**config.mk**
```make
export PLATFORM = sky130hd
export DESIGN_NAME = counter_load_seq
export DESIGN_NICKNAME = d
export VERILOG_FILES = /design/src/rtl/counter_load_seq.sv
export SDC_FILE = /design/constraint.sdc
export NUM_CORES = 1
export LEC_CHECK = 0
export BUFFER_PORTS_ARGS = -buffer_cell sky130_fd_sc_hd__buf_2
export CORE_MARGIN = 1.5
export CORE_UTILIZATION = 50
export DETAILED_ROUTE_END_ITERATION = 8
export PLACE_DENSITY = 0.71
export SLEW_MARGIN = 20
export SYNTH_ARGS = -nofsm -noshare
export SYNTH_HDL_FRONTEND = slang
export SYNTH_SLANG_ARGS = --single-unit
```
**constraint.sdc**
```tcl
create_clock -name clk -period 2.9 [get_ports clk]
set_clock_uncertainty 0.2 [all_clocks]
set_input_delay 0.29 -clock clk [delete_from_list [all_inputs] [get_ports clk]]
set_output_delay 0.29 -clock clk [all_outputs]
set_load 0.01 [all_outputs]
```
**src/rtl/counter_load_seq.sv**
```systemverilog
// rtl/counter_load_seq.sv - FIFO-fed sequencer driving a loadable match counter's data/load/en.
module counter_load_seq #(
  parameter int WIDTH = 4,
  parameter int DEPTH = 4
) (
  input  logic                     clk,
  input  logic                     rst,
  input  logic                     in_valid,
  input  logic [WIDTH-1:0]         in_data,
  output logic                     in_ready,
  input  logic                     run,
  input  logic                     match_n,
  output logic                     en,
  output logic [WIDTH-1:0]         data,
  output logic                     load,
  output logic [$clog2(DEPTH):0]   level,
  output logic                     underrun
);

  localparam int AW = $clog2(DEPTH);
  localparam int LW = AW + 1;

  typedef enum logic [1:0] {
    S_IDLE = 2'd0,
    S_PREP = 2'd1,
    S_LOAD = 2'd2,
    S_RUN  = 2'd3
  } state_t;

  logic [WIDTH-1:0] mem_q [DEPTH];
  logic [AW-1:0]    wr_ptr_q, wr_ptr_d;
  logic [AW-1:0]    rd_ptr_q, rd_ptr_d;
  logic [LW-1:0]    level_q, level_d;
  logic             push;
  logic             pop;

  state_t           state_q, state_d;
  logic             en_q, en_d;
  logic             load_q, load_d;
  logic [WIDTH-1:0] data_q, data_d;
  logic             underrun_q, underrun_d;

  assign in_ready = (level_q != LW'(DEPTH));
  assign push     = in_valid && in_ready;

  always_comb begin
    state_d    = state_q;
    pop        = 1'b0;
    underrun_d = underrun_q;
    case (state_q)
      S_IDLE: begin
        if (run && (level_q != '0)) begin
          state_d = S_PREP;
          pop     = 1'b1;
        end
      end
      S_PREP: state_d = S_LOAD;
      // A run drop during PREP/LOAD lets the load finish, then parks in IDLE.
      S_LOAD: state_d = run ? S_RUN : S_IDLE;
      S_RUN: begin
        if (!run) begin
          state_d = S_IDLE;
        end else if (!match_n) begin
          if (level_q != '0) begin
            state_d = S_PREP;
            pop     = 1'b1;
          end else begin
            state_d    = S_IDLE;
            underrun_d = 1'b1;
          end
        end
      end
      default: state_d = S_IDLE;
    endcase

    // Outputs are decoded from the next state so the registered copies are glitch-free.
    en_d   = (state_d == S_RUN);
    load_d = (state_d == S_LOAD);
    data_d = pop ? mem_q[rd_ptr_q] : data_q;
  end

  always_comb begin
    wr_ptr_d = wr_ptr_q + AW'(push);
    rd_ptr_d = rd_ptr_q + AW'(pop);
    level_d  = level_q + LW'(push) - LW'(pop);
  end

  // Storage is not reset; clearing the pointers and level discards its contents.
  always_ff @(posedge clk) begin
    if (push) begin
      mem_q[wr_ptr_q] <= in_data;
    end
  end

  always_ff @(posedge clk or negedge rst) begin
    if (!rst) begin
      wr_ptr_q <= '0;
      rd_ptr_q <= '0;
      level_q  <= '0;
    end else begin
      wr_ptr_q <= wr_ptr_d;
      rd_ptr_q <= rd_ptr_d;
      level_q  <= level_d;
    end
  end

  always_ff @(posedge clk or negedge rst) begin
    if (!rst) begin
      state_q    <= S_IDLE;
      en_q       <= 1'b0;
      load_q     <= 1'b0;
      data_q     <= '0;
      underrun_q <= 1'b0;
    end else begin
      state_q    <= state_d;
      en_q       <= en_d;
      load_q     <= load_d;
      data_q     <= data_d;
      underrun_q <= underrun_d;
    end
  end

  assign en       = en_q;
  assign load     = load_q;
  assign data     = data_q;
  assign level    = level_q;
  assign underrun = underrun_q;

endmodule

```
==> results of run 1 <==
## metal layers
| layer | vias to the layer above | wire, um |
|---|---|---|
| li1 | 384 | - |
| met1 | 376 | 1052 |
| met4 | 0 | 38 |
| met2 | 19 | 1040 |
| met3 | 5 | 101 |
| met5 | - | 0 |
## worst paths after layout
check	from	to	slack (ns)
max in group asynchronous	rst	rd_ptr_q[1]	2.04
max reg2reg	state_q[0]	level[2]	0.27
min reg2reg	underrun	underrun	0.28
max	state_q[0]	level[2]	0.27
min in group asynchronous	rst	data[2]	0.20
min	run	underrun	0.1
## cell families after synthesis
group	share of synthesized area
and+or+nand+nor	0.05733
adders and majority gates	0.07584
AOI/OAI and AO/OA	0.06614
DFF	0.6208
muxes	0.1138
xor gates and xnor gates	0.03704
buffers and inverters	0.02910
## stage by stage
| stage | worst slack (ns) | std cells | utilization | power, mW | hold WS (ns) |
|---|---|---|---|---|---|
| floorplan | 0.5034 | 88 | - | 1.251 | -0.2056 |
| global placement | 0.3488 | 136 | 0.5611 | 1.400 | 0.01629 |
| detailed placement | 0.2689 | 136 | 0.5611 | 1.437 | 0.02203 |
| CTS | 0.2568 | 149 | 0.6073 | 1.769 | 0.07486 |
| global route | 0.05457 | 149 | 0.6073 | 1.884 | 0.09471 |
| finish | 0.2708 | 149 | 0.6073 | 1.747 | 0.09532 |
## placed cells by master, fill, tap and decap left out
cell,n
inv_1,5
clkinv_2,1
a21oi_1,3
edfxtp_1,16
o2111ai_1,1
mux4_1,3
and2_1,1
dfrtp_1,16
o21ai_0,1
nand2_2,1
ha_1,7
o221ai_1,1
o211a_1,1
o311a_1,2
fa_1,1
nor2b_1,1
inv_2,1
clkbuf_1,1
a31o_2,1
xnor2_1,4
or3b_1,1
nor3_1,1
dlygate4sd3_1,5
and3_1,1
xor2_1,2
o31a_1,2
nand2b_1,1
nor3b_1,2
nor4_1,1
bufinv_16,1
buf_2,19
mux4_2,1
clkbuf_4,5
nand2_1,4
mux2_4,4
## cell type report
type / instances / area share
inverters: 6 / 0.01356
multi-input cells: 48 / 0.2992
flip-flops and latches: 32 / 0.5305
repair buffers: 24 / 0.08742
well taps: 31 / 0.02336
clock buffers: 6 / 0.02487
clock inverters: 2 / 0.02110
## sequential cells by signal (all words and copies together), names as in the netlist
signal	flops
wr_ptr_q	2
level	3
state_q	2
data	4
rd_ptr_q	2
load	1
underrun	1
en	1
mem_q	16
## critical path, delay by kind of cell (launching register included)
kind,cells,cell delay (ns)
compound gates,1,0.38
xor+xnor,3,0.50
fa+ha+maj,3,0.78
buf+inv,1,0.05
flops,1,0.45
simple gates,1,0.21
## what timing repair did
item,in CTS,in global routing
hold buffers,5,0
gates resized for setup,0,0
hold endpoints to repair,32,0
## power breakdown
part           switching [mW]  leakage, nW  internal (mW)  total (mW)
clock                   0.139       0.0422          0.181       0.320
combinational           0.298        0.334          0.340       0.639
sequential              0.142        0.341          0.646       0.788
total                   0.579        0.717           1.17        1.75
==> impl_metrics.tcl, run 1 <==
set metrics [dict create \
    dieArea_um2 3166 \
    synth_fp_nets 105 \
    reg2reg_depth 9 \
    num_antenna_cells 0 \
    syn_area_um2 1419 \
    cts_root_buf "clkbuf_4" \
    area_growth_pct 17.02 \
    rows 19 \
    critPathKind "flop to flop" \
    via_count 784 \
    grt_pass1_wl_um 3891 \
    dp_hpwl_um 1610 \
    max-vdd-ir-drop_v 0.0006736 \
    drt_iter0_drc 21 \
    first_pass_iters 4 \
    power.leakage_nw 0.7171 \
    synthFlopType "edfxtp_1" \
    tns_ns 0 \
    period_share 0.9066 \
    final_antenna_net_count 0 \
    synth-edff-count 16 \
    cts_tree "done" \
    syn_inst 88 \
    clk_pin_slew_ns 0.09 \
    whs_path_depth 2 \
    grt_use_met2 0.2370 \
    post_drt_wl_per_cell_um 14.98 \
    async_flop_share 0.5000 \
    synth_top_area_share 0.3386 \
    antenna_found_initial 0 \
    p_per_area_nw_per_um2 1052 \
    crit_chain "ha_1 > nor2b_1 > o211a_1 > xnor2_1 > ha_1 > inv_1 > fa_1 > xnor2_1 > xnor2_1" \
    post-route-drc-count 0 \
    hold_path.class "input pin to flop" \
    setup-violations-final 0 \
    overflow 0 \
    final_cell_area_um2 1660 \
    htree_levels 2 \
    regArea_um2 880.8 \
    coreArea_um2 2734 \
    ys.warnings.count 0 \
    grt_pass1_vias 796 \
    crit_path_end_kind "flop" \
    fmax_mhz 380.3 \
    clock_sinks 32 \
    drive_gt1_frac 0.2881 \
    startpoint_type "flop" \
    tightest_slew_ns 0.7430 \
    crit_slowest_cell "dfrtp_1" \
    drt-total-wl_um 2232 \
    max_cap_viol_count 0 \
    synth_top_area_cell "edfxtp_1" \
    timing.slew.headroom 0.5036 \
    cp_data_arrival_time_ns 2.68 \
    multi_input_area_um2 496.7 \
    rsz0062_at_grt "false" \
    die_y_um 56.27 \
    worstSkewPairLatency_ns 0.32 \
    cts_inserted_buffers 5 \
    gp_congestion 0.8259 \
    period_minus_slack_ns 2.629 \
    die_width_um 56.27 \
    drt-vias-per-instance 5.262 \
    cpMostUsedCell "xnor2_1" \
    hold_viol_final 0 \
    fillCellCount 207 \
    crit_required_ns 2.95 \
    crit_path_max_incr_delay_ns 0.45 \
    netlist_top_cells_count "dfrtp_1 (16), edfxtp_1 (16), ha_1 (7)" \
    avgSynthCellArea_um2 16.12 \
    grt_max_degree 17 \
    slew_viol_final 0 \
    numPortBuffers 19 \
    synth_cell_types 31 \
    yosys-top-cells-area "edfxtp_1 (34%), dfrtp_1 (28%), ha_1 (6.2%), mux4_1 (5.6%), mux2_4 (4.2%)" \
    seq_area_frac_synth 0.6208 \
    cts_setup_buffers 0 \
    worst-path-max-fanout 7 \
    clk_path_buf_depth 2 \
    outcome "complete, no violations" \
    synth-seq-cells 32 \
    initial_core_util 0.5190 \
    grt-busiest-layer "met1" \
    final_nets 134 \
    place_area_um2 1534 \
    grt_usage 0.1696 \
    grt_use_met1 0.2405 \
    met3_usage 0.05530 \
    pin_count 20 \
]
Power figures use the tool's default switching activity.
==> inputs of run 2 (changes only) <==
Settings changed: CORE_UTILIZATION 50 to 45, PLACE_DENSITY 0.71 to 0.65.
==> impl_metrics.tcl, run 2 (synthesis gave the netlist of run 1 again) <==
set metrics [dict create \
    outcome "complete, no violations" \
    largest_register_ffs 16 \
    critPathKind "flop to flop" \
    crit_path_max_incr_delay_ns 0.45 \
    reg2reg_setup_slack_ns 0.29 \
    worst-path-max-fanout 7 \
    fillCellCount 248 \
    setup.worst_path.start "state_q[0]" \
    cts_root_buf "clkbuf_4" \
    overflow 0 \
    setup-violations-final 0 \
    drt-vias-per-instance 4.988 \
    grt_max_degree 17 \
    period_minus_slack_ns 2.610 \
    tns_ns 0 \
    via_count 808 \
    num_antenna_cells 0 \
    max_cap_viol_count 0 \
    multi_input_area_um2 496.7 \
    grt_usage 0.1531 \
    dieArea_um2 3499 \
    rows 20 \
    htree_levels 2 \
    drt_iter0_drc 25 \
    switchingPower_uw 580.9 \
    first_pass_iters 4 \
    startpoint_type "flop" \
    post-route-drc-count 0 \
    drive_gt1_frac 0.2881 \
    final_antenna_net_count 0 \
    hold_viol_final 0 \
    crit_buf_inv 3 \
    tightest_slew_ns 0.6633 \
    rsz0062_at_grt "false" \
    timing.slew.headroom 0.5544 \
    pin_count 20 \
    p_int_mw 1.161 \
    reg2reg_to "level[2]" \
    regArea_um2 880.8 \
    dr_wl_met2_um 1097 \
    final_nets 134 \
    met3_wirelength_um 92 \
    final_common_cell "buf_2" \
    die_y_um 59.15 \
    cp_data_arrival_time_ns 2.67 \
    fmax_mhz 383.1 \
    top_register "mem_q" \
    drt-total-wl_um 2233 \
    cts_tree "done" \
    crit_slowest_cell "dfrtp_1" \
    period_share 0.9002 \
    worstSkewPairLatency_ns 0.33 \
    numPortBuffers 19 \
    post_drt_wl_per_cell_um 13.78 \
    power_frac_comb 0.359 \
    reg2reg_depth 10 \
    power.leakage_nw 0.7171 \
    crit_required_ns 2.96 \
    slew_viol_final 0 \
    clock_sinks 32 \
    max-vdd-ir-drop_v 0.0005583 \
    drt-met1-wl_um 1002 \
    antenna_found_initial 0 \
    worstReg2RegStart "state_q[0]" \
    clk_path_buf_depth 2 \
    crit_family "adder cells" \
    switching_share 0.3335 \
    cts_setup_buffers 0 \
    cts_inserted_buffers 5 \
    hold_path.class "input pin to flop" \
    endpoint "level[2]" \
    crit_path_end_kind "flop" \
    grt_pass1_wl_um 3760 \
    power_frac_seq 0.453 \
    grt_pass1_vias 839 \
    area_growth_pct 18.17 \
    initial_core_util 0.4686 \
    die_width_um 59.15 \
    dp_hpwl_um 1625 \
    final_cell_mix "buf_2 (19), dfrtp_1 (16), edfxtp_1 (16), ha_1 (7)" \
    coreArea_um2 3028 \
    clk_pin_slew_ns 0.09 \
    clkPwrFrac 0.188 \
    p_per_area_nw_per_um2 1039 \
    topRoutingLayerUsed "met4" \
    path_depth 10 \
    crit_chain "inv_1 > ha_1 > inv_1 > o211a_1 > xnor2_1 > ha_1 > inv_1 > fa_1 > xnor2_1 > xnor2_1" \
    hold_ws_ns 0.08302 \
    gp_congestion 0.7574 \
]
## run 2: power groups by stage
| stage | sequential (mW) | clock, mW | combinational [mW] |
|---|---|---|---|
| 2_1_floorplan | 0.788 | 0 | 0.463 |
| 3_3_place_gp | 0.792 | 0 | 0.615 |
| 3_5_place_dp | 0.803 | 0 | 0.624 |
| 4_1_cts | 0.794 | 0.341 | 0.634 |
| 5_1_grt | 0.817 | 0.358 | 0.701 |
| 6_report | 0.789 | 0.328 | 0.625 |
## run 2: final cells by class
cell class / instances / share of cell area
clock buffer: 6 / 0.02463
clock inverter: 2 / 0.02090
inverter: 6 / 0.01343
multi-input combinational: 48 / 0.2963
sequential: 32 / 0.5254
tap: 44 / 0.03284
timing repair buffer: 24 / 0.08657
## run 2: worst min-delay path by stage
stage | slack (ns) | from | cells past startpoint | endpoint
2_1_floorplan | -0.21 | rst | 0 | data[0]
3_5_place_dp | 0.03 | rst | 1 | en
4_1_cts | 0.07 | run | 2 | underrun
5_1_grt | 0.08 | run | 2 | underrun
3_3_place_gp | 0.02 | rst | 1 | en
6_report | 0.08 | run | 2 | underrun
## run 2: per-stage QoR
stage / cell area (um^2) / std cells / total power, mW / worst slack, ns / util
6_report: 1677 / 162 / 1.742 / 0.2896 / 0.5537
5_1_grt: 1677 / 162 / 1.876 / 0.03513 / 0.5537
4_1_cts: 1677 / 162 / 1.769 / 0.2639 / 0.5537
3_5_place_dp: 1550 / 149 / 1.427 / 0.2914 / 0.5120
3_3_place_gp: 1550 / 149 / 1.407 / 0.3278 / 0.5120
2_1_floorplan: 1419 / 88 / 1.251 / 0.5034 / -
## run 2: what timing repair did
action	4_1_cts	5_1_grt
hold endpoints to repair	32	0
setup endpoints to repair	0	0
hold buffers	5	0
gates resized for setup	0	0
## run 2: metal layers
layer / up-vias / global-route usage
met1: 399 / 0.1783
met5: - / 0
li1: 390 / -
met3: 6 / 0.06550
met2: 13 / 0.2508
met4: 0 / 0.05844
